## config.mk

```make
export PLATFORM = sky130hd
export DESIGN_NAME = spw_inport_ctrl
export DESIGN_NICKNAME = d
export VERILOG_FILES = /design/src/rtl/spw_inport_ctrl.sv
export SDC_FILE = /design/constraint.sdc
export NUM_CORES = 1
export LEC_CHECK = 0
export ABC_AREA = 1
export CAP_MARGIN = 10
export CORE_MARGIN = 10
export CORE_UTILIZATION = 52
export DETAILED_ROUTE_END_ITERATION = 10
export HOLD_SLACK_MARGIN = 0.12
export PLACE_DENSITY = 0.84
export SETUP_SLACK_MARGIN = 0.3
export SLEW_MARGIN = 20
export SYNTH_ARGS = -nofsm -noshare
export SYNTH_HDL_FRONTEND = slang
export SYNTH_SLANG_ARGS = --single-unit
export TNS_END_PERCENT = 10
```

## constraint.sdc

```tcl
create_clock -name gclk -period 2.8 [get_ports gclk]
set_input_delay 0.28 -clock gclk [delete_from_list [all_inputs] [get_ports gclk]]
set_output_delay 0.28 -clock gclk [all_outputs]
set_load 0.01 [all_outputs]
```

## src/rtl/spw_inport_ctrl.sv

```systemverilog
// SpaceWire input-port controller: pops characters from the port's FWFT receive
// FIFO, decodes the path-address header, requests an output column of the switch
// matrix, then streams the packet body (with its terminator) into the matrix cell.
// Bad headers, acknowledge timeouts and link errors cause the packet to be discarded
// or truncated with an injected EEP.
module spw_inport_ctrl #(
  parameter int DW        = 9,
  parameter int PORTNUM   = 16,
  parameter int AW        = 4,
  parameter int SELF_PORT = 0,
  parameter int ACK_TO    = 1023,
  parameter int TOW       = 10
) (
  input  logic          gclk,
  input  logic          reset,
  input  logic          rx_empty_i,
  input  logic [DW-1:0] rx_data_i,
  output logic          rx_rd_o,
  input  logic          link_err_i,
  output logic          sop_req_o,
  input  logic          sop_ack_i,
  output logic [AW-1:0] out_addr_o,
  input  logic          spc_i,
  output logic [DW-1:0] data_o,
  output logic          dv_o,
  output logic          eop_o,
  output logic          busy_o,
  output logic          hdr_err_o,
  output logic [7:0]    err_cnt_o
);

  typedef enum logic [2:0] {IDLE, REQ, FWD, INJ, DISC} state_t;

  localparam logic [DW-1:0] EEP_CHAR = DW'(9'h101);
  localparam logic [TOW-1:0] TO_LAST = TOW'(ACK_TO - 1);

  state_t        state_q, state_d;
  logic [TOW-1:0] to_cnt_q, to_cnt_d;
  logic [AW-1:0] out_addr_q, out_addr_d;
  logic          sop_req_q, sop_req_d;
  logic          hdr_err_q, hdr_err_d;
  logic [7:0]    err_cnt_q, err_cnt_d;

  logic       is_ctrl;
  logic       is_term;
  logic [7:0] hdr;
  logic       hdr_valid;

  // Classify the FIFO head: control flag, terminator (EOP/EEP) and header validity.
  always_comb begin
    is_ctrl   = rx_data_i[DW-1];
    is_term   = rx_data_i[DW-1] && (rx_data_i[7:1] == 7'd0);
    hdr       = rx_data_i[7:0];
    hdr_valid = (32'(hdr) < PORTNUM) && (32'(hdr) != SELF_PORT);
  end

  // Next-state, FIFO pop and matrix-side strobes; strobes are held low during reset
  // so a reset cycle never pops the FIFO or writes the matrix cell.
  always_comb begin
    state_d    = state_q;
    to_cnt_d   = to_cnt_q;
    out_addr_d = out_addr_q;
    sop_req_d  = 1'b0;
    hdr_err_d  = 1'b0;
    rx_rd_o    = 1'b0;
    dv_o       = 1'b0;
    eop_o      = 1'b0;
    data_o     = '0;
    case (state_q)
      IDLE: begin
        if (!rx_empty_i) begin
          rx_rd_o = 1'b1;
          if (is_ctrl) begin
            hdr_err_d = 1'b1;
          end else begin
            out_addr_d = hdr[AW-1:0];
            if (hdr_valid) begin
              state_d   = REQ;
              sop_req_d = 1'b1;
              to_cnt_d  = '0;
            end else begin
              state_d   = DISC;
              hdr_err_d = 1'b1;
            end
          end
        end
      end
      REQ: begin
        if (sop_ack_i) begin
          state_d  = FWD;
          to_cnt_d = '0;
        end else if (to_cnt_q == TO_LAST) begin
          state_d   = DISC;
          hdr_err_d = 1'b1;
          to_cnt_d  = '0;
        end else begin
          to_cnt_d = to_cnt_q + 1'b1;
        end
      end
      FWD: begin
        if (!rx_empty_i && spc_i) begin
          rx_rd_o = 1'b1;
          dv_o    = 1'b1;
          data_o  = rx_data_i;
          if (is_term) begin
            eop_o   = 1'b1;
            state_d = IDLE;
          end
        end
        if (link_err_i && !(rx_rd_o && is_term)) begin
          state_d = INJ;
        end
      end
      INJ: begin
        if (spc_i) begin
          data_o  = EEP_CHAR;
          dv_o    = 1'b1;
          eop_o   = 1'b1;
          state_d = DISC;
        end
      end
      DISC: begin
        if (!rx_empty_i) begin
          rx_rd_o = 1'b1;
          if (is_term) begin
            state_d = IDLE;
          end
        end
      end
      default: state_d = IDLE;
    endcase
    err_cnt_d = (hdr_err_d && (err_cnt_q != 8'hFF)) ? err_cnt_q + 8'd1 : err_cnt_q;
    if (reset) begin
      rx_rd_o = 1'b0;
      dv_o    = 1'b0;
      eop_o   = 1'b0;
      data_o  = '0;
    end
  end

  // State, timeout counter, held column address and registered error/request pulses.
  always_ff @(posedge gclk) begin
    if (reset) begin
      state_q    <= IDLE;
      to_cnt_q   <= '0;
      out_addr_q <= '0;
      sop_req_q  <= 1'b0;
      hdr_err_q  <= 1'b0;
      err_cnt_q  <= 8'd0;
    end else begin
      state_q    <= state_d;
      to_cnt_q   <= to_cnt_d;
      out_addr_q <= out_addr_d;
      sop_req_q  <= sop_req_d;
      hdr_err_q  <= hdr_err_d;
      err_cnt_q  <= err_cnt_d;
    end
  end

  assign sop_req_o  = sop_req_q;
  assign hdr_err_o  = hdr_err_q;
  assign out_addr_o = out_addr_q;
  assign err_cnt_o  = err_cnt_q;
  assign busy_o     = (state_q != IDLE);

endmodule

```

## Word level (Yosys, flattened, before mapping)

Cells that the tools add are included.

- Add/subtract/negate cells: 2
- Order comparisons: 1
- Eq/ne operators: 13
- Mux-type cells: 40
- Bitwise logic cells: 3
- Reductions and logical operators: 18

Operator list:

| cell | count |
|---|---|
| 2-to-1 mux 10 bit | 5 |
| 2-to-1 mux 3 bit | 10 |
| 2-to-1 mux 9 bit | 3 |
| case mux 10 bit (2 select lines) | 1 |
| case mux 9 bit (2 select lines) | 1 |
| 2-to-1 mux 1 bit | 15 |
| case mux 3 bit (5 select lines) | 1 |
| adder 10 x 1 -> 10 bit, second input constant | 1 |
| == test 10 bit, second input constant | 1 |
| inequality test 2 bit, second input constant | 5 |
| adder 8 x 1 -> 8 bit, second input constant | 1 |
| < comparator 8 x 5 -> 1 bit, second input constant | 1 |
| inequality test 8 bit, second input constant | 1 |
| case mux 1 bit (2 select lines) | 4 |
| nonzero test 8 bit | 1 |
| zero test 7 bit | 1 |
| == test 3 x 2 -> 1 bit, second input constant | 2 |
| logical AND 1 bit | 6 |
| inequality test 3 bit, second input constant | 2 |
| AND reduction 6 bit | 1 |
| AND reduction 4 bit | 1 |
| OR reduction 4 bit | 1 |
| == test 3 x 1 -> 1 bit, second input constant | 1 |
| == test 3 bit, second input constant | 1 |
| 7 further kinds | 10 |

- Flip-flop bits (word level): 27
- Output and inout port bits: 27
- Logic and storage cells: 83

## Depth between registers and ports, before layout

Gate-level depths: netlist (run 1).

- Depth after elaboration: 9
- Mapped depth: 10
- Mapped depth without buffers: 10

## Worst setup path after synthesis (run 1)

Ideal clock, no wire load.

- Path kind: reg-to-reg
- From: reg err_cnt_q[0] (netlist: err_cnt_o[0])
- To: reg err_cnt_q[2] (netlist: err_cnt_o[2])
- Library setup time: 0.071 ns
- Arrival time: 1.337 ns
- Path slack: 1.392 ns
- Cell stages (with the launch flop): 8
- Path buffers: 0
- Cells stage by stage: dfxtp_1 -> ha_1 -> nand3_1 -> nor2_2 -> nand3_2 -> nand2_2 -> nand2_1 -> a21oi_1

- Word-level cells in the longest chain between the ends: 2

RTL lines:

| item | RTL line | RTL |
|---|---|---|
| from (decl) | 42 | `logic [7:0] err_cnt_q, err_cnt_d;` |
| from (signal assigned) | 156 | `err_cnt_q <= err_cnt_d;` |
| parallel branches: the longest is 2 deep, another holds adder 8 x 1 -> 8 bit | -- |  |

Several ways; the timed one is not identified.
A chain may end at the register's enable or synchronous reset.

## Worst setup path in the final report (run 1)

- From: in rx_empty_i
- To: out data_o[8]

- Word-level cells in the longest chain between the ends: 5

RTL lines:

| item | RTL line | RTL |
|---|---|---|
| from (decl) | 16 | `input logic rx_empty_i,` |
| zero test 1 bit | -- |  |
| logical AND 1 bit | 101 | `if (!rx_empty_i && spc_i) begin` |
| 2-to-1 mux 9 bit | 101 |  |
| case mux 9 bit (2 select lines) | 69 | `case (state_q)` |
| 2-to-1 mux 9 bit | 133 | `if (reset) begin` |
| to (decl) | 24 | `output logic [DW-1:0] data_o,` |

No other way between the ends.

==> flow_summary.json, run 1 <==
{
  "ctsResizeCount": 0,
  "synthesis.area_mm2": 0.00164,
  "maxSlewViolCount": 0,
  "grt_antenna_before_repair": 0,
  "synth_compound_area_share_pct": 11.4,
  "synth_nets": 266,
  "finalHoldViolCount": 0,
  "final_util_pct": 70.4,
  "root_buffer": "clkbuf_4",
  "yosys_warnings": 0,
  "yosysTopAreaCell": "dfxtp_1",
  "vias": 1714,
  "grt_pass1_vias": 1650,
  "grt_max_degree": 24,
  "die_h_um": 76.2,
  "nets": 310,
  "wl_per_cell_um": 12.2,
  "min_from": "out_addr_o[3]$_SDFFE_PP0P_",
  "finClkSkew_ps": 1.23,
  "regArea_um2": 543,
  "synth_top_area_share_pct": 32.9,
  "worst_ep_arrival_time_ps": 2070,
  "cts_tree": "done",
  "netlist_top_cells_count": "nand2_1 (55), nand3_1 (29), a21oi_1 (28), dfxtp_1 (27), nor2_1 (27)",
  "status": "completed",
  "routed_wl_mm": 4.07,
  "hold_slack_ps": 472,
  "via_per_inst": 5.12,
  "gp_congestion": 0.896,
  "dieArea_mm2": 0.00580,
  "dr.pass1.iters": 4,
  "syn_avg_cell_area_um2": 6.62,
  "slowest_stage": "clkdlybuf4s50_1",
  "drc": 0,
  "drive_gt1_share_pct": 11.3,
  "path_max_fanout": 9,
  "synth-edff-count": 0,
  "synth_top_family_by_area": "simple AND/OR/NAND/NOR gates",
  "std_cell_rows": 20,
  "syn_to_final_growth_pct": 29.8,
  "worst_slack_ps": 445,
  "globalRouteOverflowTotal": 0,
  "synthAdderAreaFrac_pct": 2.29,
  "final.fill_count": 263,
  "synth_mux_area_share_pct": 0,
  "period_minus_slack_ps": 2350,
  "max_cap_viol_count": 0,
  "holdCritPathClass": "reg -> reg",
  "finalNonFillerCells": 335,
  "grt_pass1_wl_mm": 7.15,
  "dp_slack_ps": 418,
  "crit_path_start_kind": "input port",
  "htree_levels": 1,
  "synth.distinct_cells": 25,
  "fmax_mhz": 425,
  "clk_latency_ps": 320,
  "diodes": 0,
  "portBuffers": 41,
  "ant_nets": 0,
  "gr-usage-all-layers_pct": 14.0,
  "path_cells": "clkdlybuf4s50_1 -> inv_1 -> nand2_1 -> nor2_2 -> inv_2 -> nand2_1 -> nand2_1 -> a21oi_1 -> clkdlybuf4s50_1",
  "synthArstFlopShare_pct": 0,
  "clock_path_buffers": 2,
  "worstReg2RegStart": "err_cnt_o[0]$_SDFFE_PP0P_",
  "synthTopCellsByArea": "dfxtp_1 (33%), nand2_1 (13%), nand3_1 (8.8%)",
  "postSynthCellCount": 248,
  "synth-simple-area-share_pct": 40.9,
  "synth_xor_area_share_pct": 4.27,
  "cts_buffers": 3,
  "worst_path_most_repeated_cell": "nand2_1",
  "clockPowerShare_pct": 24.3,
  "die_w_um": 76.2,
  "yosysMostFrequentCell": "nand2_1",
  "dr.first_iter.drc_count": 111,
  "timing.setup.tns_ps": 0,
  "p_int_mw": 0.503,
  "cts.sinks": 27,
  "synth.ff_latch_count": 27,
  "worstSetupPathType": "in -> out",
  "fin_crit_sh_pct": 84.1,
  "comb_power_share_pct": 18.1,
  "initial_utilization_pct": 54.2,
  "clk_pin_slew_ps": 140,
  "ioPinCount": 42,
  "swShare_pct": 27.9,
  "worstSetupStartpoint": "rx_empty_i",
  "grt_setup_unrepaired": "false",
  "peakVddDrop_mv": 0.187,
  "required_ps": 2520,
  "cp-end-kind": "output port",
  "worstMarginPinSlew_ps": 289,
  "synthFlopType": "dfxtp_1",
  "max_stage_delay_ps": 560,
  "post_cts_buffers": 0,
  "pwr-share-seq_pct": 57.6,
  "relSlewSlack_pct": 80.7,
  "yosysSeqAreaShare_pct": 32.9,
  "cellPowerDensity_mw_per_mm2": 328,
  "switching_power_mw": 0.195,
  "cts-hold-fix-buffers": 0,
  "coreArea_mm2": 0.00303,
  "placed_cells": 331,
  "leakage_nw": 0.842,
  "rrSetupSlack_ps": 1240,
  "dp_hpwl_mm": 3.20,
  "finalSetupViolations": 0,
  "multiInputGateArea_um2": 970
}
-- power groups by stage --
stage	logic (mW)	registers, mW	clock network (mW)
after global routing	0.139	0.404	0.186
after global placement	0.125	0.410	0
after detailed placement	0.126	0.410	0
final	0.127	0.402	0.169
after CTS	0.127	0.402	0.175
after floorplan	0.0642	0.412	0
-- critical path: cells and delay by family --
kind | cells | cell delay, ps
AO/OA/AOI/OAI | 1 | 150
buffers and inverters | 4 | 1260
AND/OR/NAND/NOR | 4 | 380
-- placed cells by master (no fill, tap or decap) --
master	netlist	routed
o21ai_1	1	1
a21oi_2	2	2
nand3_2	4	4
o21ai_0	5	5
inv_2	3	4
inv_4	1	1
buf_4	0	1
ha_1	3	3
inv_1	26	25
nand3b_1	1	1
nor2_1	27	26
nand2_1	55	55
nand2_4	2	2
xor2_1	5	5
dfxtp_1	27	25
nor2_4	2	2
nor2_2	4	5
clkdlybuf4s50_1	0	40
nand4_1	4	4
clkbuf_4	0	3
dfxtp_2	0	2
nand2_2	5	5
nor3_1	7	7
a21oi_1	28	28
nor3_2	1	1
xnor2_1	3	3
clkinv_2	0	1
dlymetal6s2s_1	0	1
nand3_1	29	29
-- stage by stage --
stage | instance area, um2 | power [mW]
after floorplan | 1640 | 0.476
after global placement | 2100 | 0.535
after detailed placement | 2100 | 0.536
after CTS | 2120 | 0.703
after global routing | 2130 | 0.729
final | 2130 | 0.698
-- path summary, 6_finish.rpt --
check,endpoint,cells past startpoint
max,data_o[8],9
min,out_addr_o[3]$_SDFFE_PP0P_,2
max reg2reg,err_cnt_o[4]$_SDFFE_PP0P_,7
min reg2reg,out_addr_o[3]$_SDFFE_PP0P_,2
-- metal layers --
metal | track usage [%] | wire (um) | up-vias
met5 | 0 | 0 | -
met4 | 5.20 | 54 | 0
met3 | 5.66 | 457 | 6
met2 | 23.0 | 1820 | 72
met1 | 15.8 | 1750 | 743
li1 | - | - | 893
-- area by class of cell --
| cell class | count | area share, % |
|---|---|---|
| Multi-Input combinational cell | 188 | 45.5 |
| Timing Repair Buffer | 42 | 19.7 |
| Clock buffer | 3 | 1.06 |
| Tap cell | 44 | 2.58 |
| Inverter | 30 | 5.40 |
| Clock inverter | 1 | 0.235 |
| Sequential cell | 27 | 25.5 |
-- flip-flops by register name (all words and copies together) (netlist names) --
name / count
err_cnt_o: 8
hdr_err_o: 1
out_addr_o: 4
sop_req_o: 1
state_q: 3
to_cnt_q: 10
-- cell families (layout without fill, tap and decap cells) --
logic type | count (synthesis) | after routing
buffers and inverters | 33 | 76
AND/OR/NAND/NOR | 141 | 141
flip-flops | 27 | 27
adder cells (fa/ha/maj) | 3 | 3
AO/OA/AOI/OAI | 36 | 36
XOR/XNOR | 8 | 8
(Power assumes the default switching activity.)
==> run 2: changes to the inputs <==
--- a/config.mk
+++ b/config.mk
@@ -8,10 +8,10 @@
 export ABC_AREA = 1
 export CAP_MARGIN = 10
 export CORE_MARGIN = 10
-export CORE_UTILIZATION = 52
+export CORE_UTILIZATION = 44
 export DETAILED_ROUTE_END_ITERATION = 10
 export HOLD_SLACK_MARGIN = 0.12
-export PLACE_DENSITY = 0.84
+export PLACE_DENSITY = 0.76
 export SETUP_SLACK_MARGIN = 0.3
 export SLEW_MARGIN = 20
 export SYNTH_ARGS = -nofsm -noshare
==> constraint.sdc (replaced) <==
create_clock -name gclk -period 1.9 [get_ports gclk]
set_input_delay 0.19 -clock gclk [delete_from_list [all_inputs] [get_ports gclk]]
set_output_delay 0.19 -clock gclk [all_outputs]
set_load 0.01 [all_outputs]
==> run 2 against run 1 <==
Effect of this change: power increased by 59%; sequential power grew 47%; sequential cell count unchanged; die area grew 13%; routed wire length rose by 4.1%; worst setup slack got worse by 140 ps; combinational power increased by 64%; critical path type is now reg -> out.
==> flow_summary.json, run 2 (synthesis results as in run 1) <==
{
  "worstSetupStartpoint": "state_q[0]$_SDFFE_PP0P_",
  "dpl_cell_area_mm2": 0.00224,
  "syn_to_final_growth_pct": 38.3,
  "grt_pass1_wl_mm": 6.82,
  "routed_wl_mm": 4.24,
  "clk_latency_ps": 260,
  "std_cell_rows": 22,
  "rrSetupSlack_ps": 370,
  "fin_crit_sh_pct": 83.9,
  "gp_congestion": 0.923,
  "die_w_um": 81.1,
  "holdCritPathClass": "reg -> reg",
  "max_stage_delay_ps": 340,
  "dr.pass1.iters": 4,
  "dp_hpwl_mm": 3.47,
  "vias": 1712,
  "slowest_stage": "dfxtp_1",
  "dieArea_mm2": 0.00657,
  "nets": 329,
  "diodes": 0,
  "finalSetupViolations": 0,
  "ioPinCount": 42,
  "cts.sinks": 27,
  "via_per_inst": 4.78,
  "worst_slack_ps": 306,
  "cp_num_buf_inv": 2,
  "placed_cells": 354,
  "max_cap_viol_count": 0,
  "required_ps": 1710,
  "peakVddDrop_mv": 0.299,
  "drive_gt1_share_pct": 21.0,
  "period_minus_slack_ps": 1590,
  "dr.first_iter.drc_count": 76,
  "path_max_fanout": 5,
  "htree_levels": 1,
  "clock_path_buffers": 2,
  "portBuffers": 41,
  "cp-end-kind": "output port",
  "layout_common_cells": "nand2_1 (54), nand3_1 (28), clkdlybuf4s50_1 (28)",
  "clk_pin_slew_ps": 90,
  "worstMarginPinSlew_ps": 291,
  "maxSlewViolCount": 0,
  "dp_slack_ps": -87.9,
  "grt_pass1_vias": 1614,
  "coreArea_mm2": 0.00363,
  "relSlewSlack_pct": 80.5,
  "fmax_mhz": 628,
  "wl_per_cell_um": 11.8,
  "cts_buffers": 3,
  "leakage_nw": 0.946,
  "finClkSkew_ps": 2.70,
  "grt_setup_unrepaired": "true",
  "cts_tree": "done",
  "cpLargestDelayFamily": "buffers and inverters",
  "worstReg2RegStart": "state_q[1]$_SDFFE_PP0P_",
  "root_buffer": "clkbuf_8",
  "crit_path_start_kind": "flip-flop",
  "path_cells": "buf_4 -> nor2_4 -> nand2_1 -> a21oi_1 -> clkdlybuf4s15_1",
  "fin_area_mm2": 0.00227,
  "mostFrequentLayoutCell": "nand2_1",
  "finalHoldViolCount": 0,
  "gr-usage-all-layers_pct": 12.6,
  "worstSetupPathType": "reg -> out",
  "final_util_pct": 62.5,
  "largest_register_ffs": 10,
  "ant_nets": 0,
  "worst_ep_arrival_time_ps": 1400,
  "initial_utilization_pct": 45.2,
  "grt_max_degree": 17,
  "hold_slack_ps": 469,
  "regMostFlops": "to_cnt_q",
  "status": "completed",
  "cellPowerDensity_mw_per_mm2": 490,
  "finalNonFillerCells": 358,
  "min_from": "out_addr_o[3]$_SDFFE_PP0P_",
  "globalRouteOverflowTotal": 0,
  "drc": 0,
  "grt_antenna_before_repair": 0,
  "die_h_um": 81.1
}
[run 2: cell types whose count changed in the layout (fill, tap and decap cells not counted), moves of 2 or more]
| cell | delta |
|---|---|
| buf_2 | +3 |
| clkdlybuf4s50_1 | -12 |
| dlygate4sd2_1 | +2 |
| buf_4 | +19 |
| a21oi_1 | -3 |
| clkbuf_8 | +3 |
| clkbuf_2 | +7 |
| clkbuf_4 | -3 |
| a21oi_2 | +3 |
[run 2: worst paths after layout]
| path | depth (start not counted) | end |
|---|---|---|
| setup / recovery | 5 | rx_rd_o |
| hold / removal | 2 | out_addr_o[3]$_SDFFE_PP0P_ |
| setup reg to reg | 7 | to_cnt_q[7]$_SDFFE_PP0P_ |
| hold reg to reg | 2 | out_addr_o[3]$_SDFFE_PP0P_ |
[run 2: cell type report]
type	count	area [um2]
well taps	48	60.1
flip-flops and latches	27	542
inverters	30	115
fillers	342	1360
multi-input cells	188	1000
clock buffers	4	45.0
repair buffers	61	508
[run 2: worst reg2reg max path: stages, from the launching register on]
cell and delay (ps):
dfxtp_1 330, buf_4 160, nor2_2 150, nand2_2 120, nand2_2 260, nand2_1 140
o21ai_0 200, nor2_1 60
[run 2: repair_timing]
| action | in CTS | in global routing |
|---|---|---|
| gates cloned | 0 | 0 |
| pin swaps | 1 | 1 |
| setup buffers | 0 | 0 |
| endpoints found under the setup margin | 13 | 25 |
| hold buffers | 0 | 0 |
| resized for setup | 25 | 26 |
[run 2: report_power, final]
group	internal (mW)	switching [mW]
Clock	0.150	0.163
Sequential	0.579	0.0122
Combinational	0.0990	0.109
Total	0.828	0.284
[run 2: per-stage QoR]
stage                     power (mW)  setup TNS, ps
after detailed placement       0.813           -268
final                           1.11              0
after global placement         0.809           -166
after global routing            1.17              0
after CTS                       1.12              0
after floorplan                0.702              0
[run 2: routing by layer]
layer  up-vias  track usage (%)  part of all wire (%)
met5         -                0                     0
met2        34             20.8                    46
met3         2             3.75                   6.2
met1       748             15.2                    47
met4         0             4.67                  0.85
li1        928                -                     -
==> run 3: changes to the inputs <==
--- a/config.mk
+++ b/config.mk
@@ -8,10 +8,10 @@
 export ABC_AREA = 1
 export CAP_MARGIN = 10
 export CORE_MARGIN = 10
-export CORE_UTILIZATION = 44
+export CORE_UTILIZATION = 49
 export DETAILED_ROUTE_END_ITERATION = 10
 export HOLD_SLACK_MARGIN = 0.12
-export PLACE_DENSITY = 0.76
+export PLACE_DENSITY = 0.8
 export SETUP_SLACK_MARGIN = 0.3
 export SLEW_MARGIN = 20
 export SYNTH_ARGS = -nofsm -noshare
==> constraint.sdc (replaced) <==
create_clock -name gclk -period 1.6 [get_ports gclk]
set_input_delay 0.16 -clock gclk [delete_from_list [all_inputs] [get_ports gclk]]
set_output_delay 0.16 -clock gclk [all_outputs]
set_load 0.01 [all_outputs]
==> run 3 against run 2 <==
Effect of this change: the run now ends with negative setup slack left; worst setup slack got worse by 310 ps; clock power about the same; sequential cell count unchanged; clock-buffer cell count decreased by 1; critical path depth increased by 1; cell area increased by 8.9%; register-to-register slack got worse by 320 ps; first-iteration DRC count increased by 29%; critical path type unchanged; highest routed layer unchanged.
==> flow_summary.json, run 3 (synthesis results as in run 1) <==
{
  "cts_buffers": 3,
  "globalRouteOverflowTotal": 0,
  "dr.pass1.iters": 4,
  "hold_slack_ps": 472,
  "finalNonFillerCells": 368,
  "p_int_mw": 0.919,
  "dp_slack_ps": -325,
  "ioPinCount": 42,
  "layout_common_cells": "nand2_1 (52), buf_4 (31), nand3_1 (28)",
  "placed_cells": 363,
  "power_mw": 1.30,
  "worstMarginPinSlew_ps": 268,
  "dieArea_mm2": 0.00607,
  "mostFrequentLayoutCell": "nand2_1",
  "largest_register_ffs": 10,
  "relSlewSlack_pct": 82.1,
  "violations": "negative setup slack",
  "timing.setup.tns_ps": -3.45,
  "vias": 1887,
  "required_ps": 1440,
  "regMostFlops": "to_cnt_q",
  "status": "finished with violations",
  "root_buffer": "clkbuf_4",
  "grt_antenna_before_repair": 0,
  "path_max_fanout": 3,
  "die_w_um": 77.9,
  "syn_to_final_growth_pct": 50.7,
  "std_cell_rows": 20,
  "cts.sinks": 27,
  "dp_hpwl_mm": 3.68,
  "clock_path_buffers": 2,
  "cellPowerDensity_mw_per_mm2": 525,
  "fin_crit_sh_pct": 100,
  "gr-usage-all-layers_pct": 14.9,
  "htree_levels": 1,
  "drive_gt1_share_pct": 31.2,
  "diodes": 0,
  "clk_latency_ps": 340,
  "initial_utilization_pct": 52.5,
  "cts_tree": "done",
  "comb_power_share_pct": 22.0,
  "via_per_inst": 5.13,
  "max_cap_viol_count": 0,
  "leakage_nw": 1.27,
  "grt_pass1_wl_mm": 7.74,
  "busiest_layer": "met2",
  "cp_num_buf_inv": 4,
  "die_h_um": 77.9,
  "crit_path_start_kind": "flip-flop",
  "finClkSkew_ps": 8.60,
  "finalSetupViolations": 1,
  "grt_use_met1_pct": 18.5,
  "finalHoldViolCount": 0,
  "cp-end-kind": "output port",
  "worstSetupPathType": "reg -> out",
  "grt_max_degree": 18,
  "worst_ep_arrival_time_ps": 1440,
  "pwr-share-seq_pct": 53.8,
  "met2_usage_pct": 25.6,
  "period_minus_slack_ps": 1600,
  "maxSlewViolCount": 0,
  "fmax_mhz": 624,
  "cpLargestDelayFamily": "buffers and inverters",
  "clk_pin_slew_ps": 160,
  "wl_per_cell_um": 13.1,
  "portBuffers": 41,
  "coreArea_mm2": 0.00313,
  "drc": 0,
  "nets": 343,
  "worst_slack_ps": -3.45,
  "dr.first_iter.drc_count": 98,
  "slowest_stage": "dfxtp_2",
  "routed_wl_mm": 4.83,
  "peakVddDrop_mv": 0.375,
  "grt_setup_unrepaired": "true",
  "switching_power_mw": 0.381,
  "clockPowerShare_pct": 24.2,
  "max_stage_delay_ps": 370,
  "holdCritPathClass": "reg -> reg",
  "grt_pass1_vias": 1698,
  "ant_nets": 0,
  "gp_congestion": 0.897,
  "swShare_pct": 29.3,
  "grt.met3_usage_pct": 3.00,
  "path_cells": "inv_2 -> buf_6 -> nand4_1 -> buf_4 -> a21oi_2 -> buf_2"
}
## run 3: cell types whose count changed in the layout (fill, tap and decap cells not counted), moves of 4 or more
cell and delta:
buf_6 +4, dfxtp_2 +6, clkdlybuf4s50_1 -14, dfxtp_4 +6
dfxtp_1 -12, buf_2 +9, buf_4 +11, dlymetal6s2s_1 +14
clkbuf_2 -7
## run 3: final timing paths
kind	start	endpoint	slack, ps	cells after the start
setup reg to reg	state_q[2]$_SDFFE_PP0P_	to_cnt_q[6]$_SDFFE_PP0P_	50	8
hold reg to reg	out_addr_o[1]$_SDFFE_PP0P_	out_addr_o[1]$_SDFFE_PP0P_	470	2
setup / recovery	state_q[2]$_SDFFE_PP0P_	data_o[0]	-3	6
hold / removal	out_addr_o[1]$_SDFFE_PP0P_	out_addr_o[1]$_SDFFE_PP0P_	470	2
## run 3: repair_timing
item,CTS,global route
gates resized for setup,65,39
endpoints found under the hold margin,0,0
setup endpoints to repair,49,53
pin swaps,5,5
hold buffers,0,0
setup buffers,1,0
## run 3: worst min-delay path, cell delays in order (launching register included)
cell and delay [ps]:
dfxtp_1 340, nand2_1 60, a21oi_1 50
## run 3: final cells by class
type                    count  area, um2
multi-input cells         188       1050
fillers                   217        654
repair buffers             75        653
flip-flops and latches     27        572
inverters                  30        118
well taps                  44       55.1
clock buffers               3       22.5
clock inverters             1       7.51
## run 3: power by group through the flow
stage          sequential (mW)  clock [mW]  combinational (mW)
3_3_place_gp             0.719           0               0.267
5_1_grt                  0.702       0.352               0.315
4_1_cts                  0.706       0.332               0.277
2_1_floorplan            0.725           0               0.116
6_report                 0.699       0.315               0.286
3_5_place_dp             0.720           0               0.271
## run 3: stage by stage
stage / area, um2 / utilization, %
after detailed placement: 2370 / 75.6
final: 2470 / 79.1
after global placement: 2370 / 75.6
after floorplan: 1670 / -
after CTS: 2400 / 76.6
after global routing: 2470 / 79.1
## run 3: per-layer routing
| layer | vias to the layer above | wire, um | part of all wire (%) |
|---|---|---|---|
| li1 | 966 | - | - |
| met1 | 858 | 2080 | 43 |
| met2 | 57 | 2410 | 50 |
| met3 | 6 | 277 | 5.7 |
| met4 | 0 | 56 | 1.2 |
| met5 | - | 0 | 0 |
